==> src/rtl/fir_accumulator_pkg.sv <==
// Shared FIR datapath types and constants.
//   Partial_product : I/Q pair of 51-bit signed 4.47 multiplier outputs
//   Sum             : I/Q pair of 54-bit signed 7.47 accumulator values
//   Samp            : I/Q pair of 24-bit signed 1.23 output samples
package fir_accumulator_pkg;

  localparam int PP_W      = 51;
  localparam int ACC_W     = 54;
  localparam int SAMP_W    = 24;
  localparam int RND_SHIFT = 24;

  localparam logic [SAMP_W-1:0] SAT_MAX = 24'h7FFFFF;
  localparam logic [SAMP_W-1:0] SAT_MIN = 24'h800000;

  typedef struct packed {
    logic signed [PP_W-1:0] i;
    logic signed [PP_W-1:0] q;
  } Partial_product;

  typedef struct packed {
    logic signed [ACC_W-1:0] i;
    logic signed [ACC_W-1:0] q;
  } Sum;

  typedef struct packed {
    logic signed [SAMP_W-1:0] i;
    logic signed [SAMP_W-1:0] q;
  } Samp;

endpackage

==> src/rtl/fir_out_fifo.sv <==
// Circular output buffer for finished samples.
//   Clk, Reset     : clock, asynchronous active-low reset
//   push, din      : write a sample (caller guarantees space)
//   pop            : consume the head sample (ignored when empty)
//   dout           : head sample, straight from registered storage
//   occupancy      : number of stored samples, 0..DEPTH
module fir_out_fifo
  import fir_accumulator_pkg::*;
#(
  parameter int DEPTH = 4
) (
  input  logic                         Clk,
  input  logic                         Reset,
  input  logic                         push,
  input  Samp                          din,
  input  logic                         pop,
  output Samp                          dout,
  output logic [$clog2(DEPTH+1)-1:0]   occupancy
);

  localparam int PTR_W = $clog2(DEPTH);

  Samp              mem [DEPTH];
  logic [PTR_W-1:0] wr_ptr;
  logic [PTR_W-1:0] rd_ptr;
  logic             pop_ok;

  assign pop_ok = pop && (occupancy != '0);
  assign dout   = mem[rd_ptr];

  // Storage is cleared on reset so the head reads zero when nothing is buffered.
  always_ff @(posedge Clk or negedge Reset) begin
    if (!Reset) begin
      wr_ptr    <= '0;
      rd_ptr    <= '0;
      occupancy <= '0;
      for (int k = 0; k < DEPTH; k++) mem[k] <= '0;
    end else begin
      if (push) begin
        mem[wr_ptr] <= din;
        wr_ptr      <= wr_ptr + 1'b1;
      end
      if (pop_ok) rd_ptr <= rd_ptr + 1'b1;
      case ({push, pop_ok})
        2'b10:   occupancy <= occupancy + 1'b1;
        2'b01:   occupancy <= occupancy - 1'b1;
        default: occupancy <= occupancy;
      endcase
    end
  end

endmodule

==> src/rtl/fir_accumulator.sv <==
// Final FIR stage: sums five partial products in a two-stage adder tree,
// rounds/saturates 7.47 to 1.23 and queues samples toward the output port.
//   Clk, Reset          : clock, asynchronous active-low reset
//   count, sp_valid     : controller pass index and "sub-products final" strobe
//   sub_prod_0..4       : partial products (I/Q, 4.47)
//   acc_ready           : a capture would be accepted this cycle
//   out_valid/out_ready : output handshake, out_samp is the FIFO head
//   ovf, ovf_clr        : sticky saturation flag and its clear
module fir_accumulator
  import fir_accumulator_pkg::*;
#(
  parameter int DEPTH = 4,
  parameter int OUT_W = SAMP_W
) (
  input  logic           Clk,
  input  logic           Reset,
  input  int             count,
  input  logic           sp_valid,
  input  Partial_product sub_prod_0,
  input  Partial_product sub_prod_1,
  input  Partial_product sub_prod_2,
  input  Partial_product sub_prod_3,
  input  Partial_product sub_prod_4,
  output logic           acc_ready,
  output logic           out_valid,
  input  logic           out_ready,
  output Samp            out_samp,
  output logic           ovf,
  input  logic           ovf_clr
);

  localparam int R_W = ACC_W - RND_SHIFT;
  localparam logic signed [ACC_W-1:0] RND_HALF = 54'sd1 <<< (RND_SHIFT - 1);

  function automatic logic signed [ACC_W-1:0] ext(input logic signed [PP_W-1:0] x);
    return {{(ACC_W-PP_W){x[PP_W-1]}}, x};
  endfunction

  function automatic logic signed [R_W-1:0] rnd(input logic signed [ACC_W-1:0] t);
    return R_W'((t + RND_HALF) >>> RND_SHIFT);
  endfunction

  // Fits in OUT_W bits exactly when every bit from the output sign bit up agrees.
  function automatic logic sat_hit(input logic signed [R_W-1:0] r);
    return !(&r[R_W-1:OUT_W-1] || ~|r[R_W-1:OUT_W-1]);
  endfunction

  function automatic logic signed [OUT_W-1:0] sat(input logic signed [R_W-1:0] r);
    if (!sat_hit(r)) return r[OUT_W-1:0];
    return r[R_W-1] ? SAT_MIN : SAT_MAX;
  endfunction

  logic                         capture;
  logic                         vld_p1, vld_p2;
  Sum                           a_p1, b_p1, c_p1;
  Sum                           t_p2;
  logic signed [R_W-1:0]        r_i, r_q;
  logic                         sat_any;
  Samp                          wr_samp;
  logic [$clog2(DEPTH+1)-1:0]   occupancy;

  // Slots already promised to in-flight samples count as used, so a write
  // can never find the FIFO full and the pipeline never needs to stall.
  assign acc_ready = (int'(occupancy) + int'(vld_p1) + int'(vld_p2)) < DEPTH;
  assign capture   = sp_valid && (count == 2) && acc_ready;

  always_ff @(posedge Clk or negedge Reset) begin
    if (!Reset) begin
      vld_p1 <= 1'b0;
      vld_p2 <= 1'b0;
      ovf    <= 1'b0;
    end else begin
      vld_p1 <= capture;
      vld_p2 <= vld_p1;
      if (vld_p2 && sat_any) ovf <= 1'b1;
      else if (ovf_clr)      ovf <= 1'b0;
    end
  end

  // Stage 1: pairwise sums, sign-extended to the 7.47 accumulator width
  always_ff @(posedge Clk) begin
    a_p1.i <= ext(sub_prod_0.i) + ext(sub_prod_1.i);
    a_p1.q <= ext(sub_prod_0.q) + ext(sub_prod_1.q);
    b_p1.i <= ext(sub_prod_2.i) + ext(sub_prod_3.i);
    b_p1.q <= ext(sub_prod_2.q) + ext(sub_prod_3.q);
    c_p1.i <= ext(sub_prod_4.i);
    c_p1.q <= ext(sub_prod_4.q);
  end

  // Stage 2: final sum
  always_ff @(posedge Clk) begin
    t_p2.i <= a_p1.i + b_p1.i + c_p1.i;
    t_p2.q <= a_p1.q + b_p1.q + c_p1.q;
  end

  // Stage 3: round half-up and saturate straight into the FIFO write port
  always_comb begin
    r_i       = rnd(t_p2.i);
    r_q       = rnd(t_p2.q);
    sat_any   = sat_hit(r_i) || sat_hit(r_q);
    wr_samp.i = sat(r_i);
    wr_samp.q = sat(r_q);
  end

  assign out_valid = (occupancy != '0);

  fir_out_fifo #(.DEPTH(DEPTH)) u_fifo (
    .Clk       (Clk),
    .Reset     (Reset),
    .push      (vld_p2),
    .din       (wr_samp),
    .pop       (out_ready),
    .dout      (out_samp),
    .occupancy (occupancy)
  );

endmodule

==> config.mk <==
export PLATFORM = sky130hd
export DESIGN_NAME = fir_accumulator
export DESIGN_NICKNAME = d
export VERILOG_FILES = /design/src/rtl/fir_accumulator_pkg.sv /design/src/rtl/fir_out_fifo.sv /design/src/rtl/fir_accumulator.sv
export SDC_FILE = /design/constraint.sdc
export NUM_CORES = 1
export LEC_CHECK = 0
export ABC_CLOCK_PERIOD_IN_PS = 4400
export CORE_ASPECT_RATIO = 1.1
export CORE_MARGIN = 10
export CORE_UTILIZATION = 49
export DETAILED_ROUTE_END_ITERATION = 8
export PLACE_DENSITY = 0.74
export SYNTH_ARGS = -nofsm -noshare
export SYNTH_HDL_FRONTEND = slang
export SYNTH_HIERARCHICAL = 1
export SYNTH_SLANG_ARGS = --single-unit
==> constraint.sdc <==
create_clock -name Clk -period 4.4 [get_ports Clk]
set_clock_uncertainty 0.2 [all_clocks]
set_input_delay 0.88 -clock Clk [delete_from_list [all_inputs] [get_ports Clk]]
set_output_delay 0.88 -clock Clk [all_outputs]
set_load 0.05 [all_outputs]
==> results.ini, run 1 <==
[cts]
insertion_delay_ps=640
numCtsBuffers=60
clk_pin_slew_ps=70
htree_levels=2
clkSinkCount=574
cts_tree=done
cts_buffer_depth=3
cts_hold_buf=0
clockRootBuffer=clkbuf_16
cts.repair.resized=0
post_cts.repair.setup_buffers=0

[yosys]
synthFlopType=dfxtp_1
synth_top_area_cell=dfxtp_1
synth_compound_area_share_pct=16.7
ys_seq_area_share_pct=35.0
synth.area.mux_share_pct=10.3
postSynthCellCount=3508
yosys_register_bits=574
synthSimpleGateAreaFrac_pct=10.5
yosys.area.top_type_share_pct=20.8
synth_area_leaders=dfxtp_1, dfrtp_1, ha_1
synthXorXnorAreaFrac_pct=7.28
syn_nets=4478
postSynthAreaPerCell_sq_um=10.2
syn_area_sq_um=35700
synth_edf_count=0
synth_top_family_by_area=adder cells
yosysWarnings=6
synth_cell_types=83
synthAdderAreaFrac_pct=17.1
ys_async_sr_fraction_pct=35.2

[detailed_routing]
first_pass_iters=6
drt_iter0_drc=1830
drc=0
viasPerCell=5.60
postRouteAntennaNets=0
wl_per_cell_microns=20.5
vias=29300
routed_wl_mm=107

[worst_setup_path]
crit_fanout=4
cp.buffers_inverters=3
cpPeakStageDelay_ps=420
rrSetupSlack_ps=290
crit_slowest_cell=or3b_1
crit_type=primary input to register
critPathLaunch=sub_prod_0[51]
crit_path_end=a_p1[98]
crit_chain=clkdlybuf4s50_1, ha_1, fa_1, a211oi_2, o21bai_2, and3_1, or3b_1, a31oi_1, buf_4, o21ai_1, a2111oi_2, buf_4, o211a_1, o21bai_1, xnor2_1
arrival_ps=4560
cp-start-kind=primary input
cpMostUsedCell=buf_4
critical_path.top_delay_family=compound AO/OA/AOI/OAI gates
regToRegStartpoint=a_p1[6]
r2r_cells=17
timing.rr.end=t_p2[52]
critPathCaptureType=register
crit_cells=15
required_ps=4720

[cells_and_area]
n_fill_cell=5813
drive_above_1_share_pct=11.9
nets=5175
post-route-util_pct=63.5
regArea_sq_um=12500
area_delta_synth_final_pct=27.9
multi_input_area_sq_um=22100

[place]
hpwl_mm=86.6
place_ws_ps=-467
finalWeightedCongestion=0.952
portBuffers=597

[run_status]
status=completed

[floorplan]
ios=598
num_rows=103
die_y_microns=303
core-area_sq_um=72000
die_area_sq_um=84200
initial_core_util_pct=49.6
die_x_microns=278

[power_and_ir_drop]
worst_ir_drop_vdd_mv=0.381
p_leak_nw=20.9
p_per_area_nw_per_um2=468
swShare_pct=36.8
clkPwrFrac_pct=25.5
seq_power_share_pct=31.9
power_switching_mw=7.86
power_frac_comb_pct=42.6
internal_power_mw=13.5

[timing]
clock.fmax_mhz=236
period_share_pct=96.4
grt_setup_unrepaired=false
setup_viol=0
timing.final.ws_setup_ps=160
slew_headroom_pct=36.5
worst_hold_slack_ps=142
post-route-min-period_ps=4240
drv_slew=0
finalHoldViolations=0
tightest_slew_ps=953

[global_route]
grt_antenna_before_repair=30
grt_pass1_wl_mm=165
grt_max_degree=101
track_usage_pct=24.5
overflow=0
grt_pass1_vias=30200

[worst_hold_path]
hold_path.class=primary input to async pin

[run]
max_cap_violations=0

[per-layer routing]
metal / vias to the layer above / GRT usage (%) / routed length, microns
li1: 14100 / - / -
met1: 14000 / 28.0 / 42300
met2: 907 / 44.7 / 55000
met3: 210 / 4.52 / 6120
met4: 10 / 9.50 / 3840
met5: - / 0 / 68
[layout by cell type, fill, tap and decap left out, drive strengths merged, types with 162 or more instances in the layout]
cell | synthesis | layout
dfrtp | 202 | 202
ha | 316 | 316
nor2 | 169 | 169
a21oi | 316 | 316
clkdlybuf4s50 | 0 | 596
o21ai | 186 | 186
inv | 156 | 162
xnor2 | 185 | 185
nand2 | 200 | 200
mux2 | 192 | 192
dfxtp | 372 | 372
[power by group through the flow]
stage | registers [mW] | clock network [mW] | logic [mW]
2_1_floorplan | 6.66 | 0 | 6.52
3_3_place_gp | 6.91 | 0 | 8.89
3_5_place_dp | 6.93 | 0 | 9.01
4_1_cts | 6.83 | 5.58 | 9.09
5_1_grt | 6.93 | 5.79 | 10.2
6_report | 6.82 | 5.46 | 9.10
[worst min-delay path by stage]
stage	start	endpoint	slack, ps
2_1_floorplan	vld_p1	vld_p2	150
3_3_place_gp	vld_p1	vld_p2	160
3_5_place_dp	vld_p1	vld_p2	170
4_1_cts	Reset	u_fifo/mem[114]	130
5_1_grt	Reset	u_fifo/mem[114]	170
6_report	Reset	vld_p2	140
[kinds of logic (layout without fill, tap and decap cells)]
kind of cell	Yosys count	count (layout)
buffers and inverters	263	1010
AOI/OAI and AO/OA	946	946
xor gates and xnor gates	297	297
DFF	574	574
muxes	246	246
adders and majority gates	423	423
other	0	23
and+or+nand+nor	759	759
[worst reg2reg max path, stage by stage (launching register included)]
cell       delay [ps]
dfxtp_1           330
inv_1              60
fa_1              530
inv_1              50
ha_1              300
and4_1            200
o211ai_1          170
a2111oi_1         460
buf_4             190
o211ai_1          170
a31oi_1           220
a2bb2oi_1         180
buf_4             150
nand3_1           110
o41ai_2           270
buf_4             190
a31oi_1           100
xnor2_1           140
[flip-flops by register name, summed over array words and instances (netlist names)]
| signal | flops |
|---|---|
| u_fifo/mem | 192 |
| a_p1 | 104 |
| b_p1 | 104 |
| c_p1 | 102 |
| t_p2 | 62 |
| u_fifo/occupancy | 3 |
| u_fifo/rd_ptr | 2 |
| u_fifo/wr_ptr | 2 |
| ovf | 1 |
| vld_p1 | 1 |
| vld_p2 | 1 |
[cell usage after synthesis (9+ instances only)]
master and number:
o22ai_1 9, xnor2_1 185, dfxtp_1 372, nand3_1 85, a21o_1 150, o21ai_0 176
nor3_1 43, ha_1 316, nand2_1 196, o21bai_1 46, a21oi_1 314, and4_1 10
nand4_1 68, a211o_1 11, buf_2 14, mux2_2 112, xor2_1 112, and3_1 40
o21ai_1 10, buf_6 19, o41ai_1 9, clkbuf_1 72, and2_1 27, nand2b_1 29
nor4_1 17, o21a_1 39, mux4_1 21, o211ai_1 22, nor2_1 169, fa_1 107
a31oi_1 46, a211oi_1 20, mux2_4 80, nor2b_1 41, mux4_2 27, dfrtp_1 202
inv_1 154
[metrics by stage]
| stage | area (sq um) | power, mW | cells | setup TNS, ps |
|---|---|---|---|---|
| 6_report | 45700 | 21.4 | 5223 | 0 |
| 5_1_grt | 45700 | 22.9 | 5221 | 0 |
| 4_1_cts | 45600 | 21.5 | 5200 | 0 |
| 3_5_place_dp | 43500 | 15.9 | 5088 | -6650 |
| 3_3_place_gp | 43500 | 15.8 | 5088 | -5240 |
| 2_1_floorplan | 35700 | 13.2 | 3508 | 0 |
[area by class of cell]
class                      count  area share [%]
multi-input combinational   2671            48.4
sequential                   574            27.4
timing repair buffer         742            15.5
clock buffer                  76            3.85
tap                          945            2.59
inverter                     156            1.28
clock inverter                36           0.900
antenna                       23           0.126
Power figures use the tool's default switching activity.
==> inputs of run 2 (changes only) <==
--- a/config.mk
+++ b/config.mk
@@ -8,9 +8,8 @@
 export ABC_CLOCK_PERIOD_IN_PS = 4400
 export CORE_ASPECT_RATIO = 1.1
 export CORE_MARGIN = 10
-export CORE_UTILIZATION = 49
+export CORE_UTILIZATION = 40
 export DETAILED_ROUTE_END_ITERATION = 8
-export PLACE_DENSITY = 0.74
 export SYNTH_ARGS = -nofsm -noshare
 export SYNTH_HDL_FRONTEND = slang
 export SYNTH_HIERARCHICAL = 1
==> results.ini, run 2 (synthesis results as in run 1) <==
[timing]
post-route-min-period_ps=4150  ; -92.1 ps
finalHoldViolations=0  ; unchanged
tightest_slew_ps=988  ; +34.9 ps
final.setup.tns_ps=0  ; unchanged
drv_slew=0  ; unchanged
worst_hold_slack_ps=144  ; +1.51 ps
grt_setup_unrepaired=false
setup_viol=0  ; unchanged
clock.fmax_mhz=241  ; +2.2%
period_share_pct=94.3  ; -2.1 points
slew_headroom_pct=34.1  ; -2.3 points

[cts]
cts.repair.resized=1  ; +1
cts_buffer_depth=3  ; unchanged
cts_tree=done
clkSinkCount=574  ; unchanged
post_cts.repair.setup_buffers=0  ; unchanged
clk_pin_slew_ps=60  ; about the same
htree_levels=2  ; unchanged
clockRootBuffer=clkbuf_16
insertion_delay_ps=660  ; +20 ps
numCtsBuffers=61  ; +1.7%
cts_hold_buf=0  ; unchanged

[detailed_routing]
first_pass_iters=5  ; -1
vias=28700  ; -1.9%
wl_per_cell_microns=20.1  ; -2.3%
drt_iter0_drc=1479  ; -19%
drc=0  ; unchanged
postRouteAntennaNets=0  ; unchanged
routed_wl_mm=110  ; +2.1%
viasPerCell=5.26  ; -6.2%

[worst_setup_path]
regToRegStartpoint=a_p1[3]
critPathCaptureType=register
crit_slowest_cell=clkdlybuf4s50_1
rrSetupSlack_ps=290  ; about the same
r2r_cells=17  ; unchanged
crit_type=primary input to register
crit_fanout=3  ; -1
arrival_ps=4490  ; -70 ps
required_ps=4750  ; +30 ps
critical_path.top_delay_family=compound AO/OA/AOI/OAI gates
crit_chain=clkdlybuf4s50_1, ha_1, fa_1, a211oi_1, o21bai_1, and3_1, or3b_1, a31oi_1, buf_4, o21ai_1, a2111oi_2, buf_4, o211a_1, o21ai_1, xnor2_1
timing.rr.end=t_p2[52]
cpPeakStageDelay_ps=410  ; about the same
cp.buffers_inverters=3  ; unchanged
cp-start-kind=primary input

[global_route]
grt_antenna_before_repair=31  ; +3.3%
grt_max_degree=124  ; +23%
overflow=0  ; unchanged
track_usage_pct=20.9  ; -3.6 points
grt_pass1_wl_mm=169  ; +2.7%
grt_pass1_vias=29800  ; -1.5%

[floorplan]
die_area_sq_um=102000  ; +21%
ios=598  ; unchanged
die_y_microns=334  ; +10%
initial_core_util_pct=40.5  ; -9.1 points
core-area_sq_um=88300  ; +23%
die_x_microns=305  ; +9.9%
num_rows=114  ; +11%

[power_and_ir_drop]
internal_power_mw=13.8  ; +1.7%
p_leak_nw=21.0  ; +0.70%
worst_ir_drop_vdd_mv=0.328  ; -14%
power_switching_mw=7.89  ; +0.30%
p_per_area_nw_per_um2=468  ; +0.15%
power_frac_comb_pct=42.7  ; about the same
clkPwrFrac_pct=26.1  ; +0.6 points
swShare_pct=36.5  ; -0.32 points
seq_power_share_pct=31.2  ; -0.7 points

[cells_and_area]
largest_reg_flops=192  ; unchanged
top_register=u_fifo/mem
drive_above_1_share_pct=12.1  ; +0.19 points
layout_common_cells=clkdlybuf4s50_1, dfxtp_1, ha_1
final_common_cell=clkdlybuf4s50_1
nets=5199  ; +0.46%
top_regs=u_fifo/mem x192, a_p1 x104, b_p1 x104
area_delta_synth_final_pct=29.2

[place]
portBuffers=597  ; unchanged
finalWeightedCongestion=0.918  ; -3.6%
hpwl_mm=90.1  ; +4.0%

[run_status]
status=completed

[run]
max_cap_violations=0  ; unchanged

[worst_hold_path]
hold_path.class=primary input to async pin

[run 2: changes by cell type in the layout (fill, tap and decap cells not counted), moves of 2 or more]
| cell | change |
|---|---|
| clkbuf_1 | +9 |
| buf_4 | +23 |
| inv_16 | -2 |
| bufinv_16 | +4 |
| clkbuf_8 | +5 |
| clkbuf_16 | -4 |
| diode_2 | -5 |
| clkinv_16 | +2 |
| clkinv_2 | -2 |
| clkinvlp_4 | -9 |
[run 2: power by group through the flow]
stage,clock network [mW],logic (mW),registers (mW)
after floorplan,0,6.52,6.66
after global placement,0,9.20,6.86
after detailed placement,0,9.26,6.87
after CTS,5.81,9.32,6.77
after global routing,6.00,10.4,6.86
final,5.65,9.24,6.75
[run 2: cell type report]
cell class	instances	area, sq um
inverters	156	586
repair buffers	765	7250
clock inverters	28	470
fillers	8002	42100
flip-flops and latches	574	12500
diodes	18	45.0
multi-input cells	2671	22100
well taps	1160	1450
clock buffers	86	1760
[run 2: worst max path at each step]
stage,startpoint,end,slack [ps],cells after the start
2_1_floorplan,sub_prod_2[51],b_p1[98],220,12
3_3_place_gp,sub_prod_0[0],a_p1[50],-410,15
3_5_place_dp,sub_prod_0[0],a_p1[46],-400,15
4_1_cts,a_p1[3],t_p2[52],10,17
5_1_grt,sub_prod_2[52],b_p1[101],6,14
6_report,sub_prod_0[51],a_p1[102],250,15
[run 2: metrics by stage]
step           util (%)  std cells  cell area [sq um]  setup WS [ps]  total power [mW]
3_5_place_dp       49.7       5326              43900           -396              16.1
3_3_place_gp       49.7       5326              43900           -412              16.1
5_1_grt            52.3       5458              46200           6.12              23.3
6_report           52.3       5458              46200            252              21.6
2_1_floorplan         -       3508              35700            222              13.2
4_1_cts            52.2       5440              46100           13.9              21.9
[run 2: routing by layer]
| metal | GRT usage, % | part of all wire (%) |
|---|---|---|
| met4 | 7.38 | 3.1 |
| met1 | 25.0 | 42 |
| met2 | 37.0 | 50 |
| met3 | 3.96 | 5.0 |
| met5 | 0 | 0.072 |
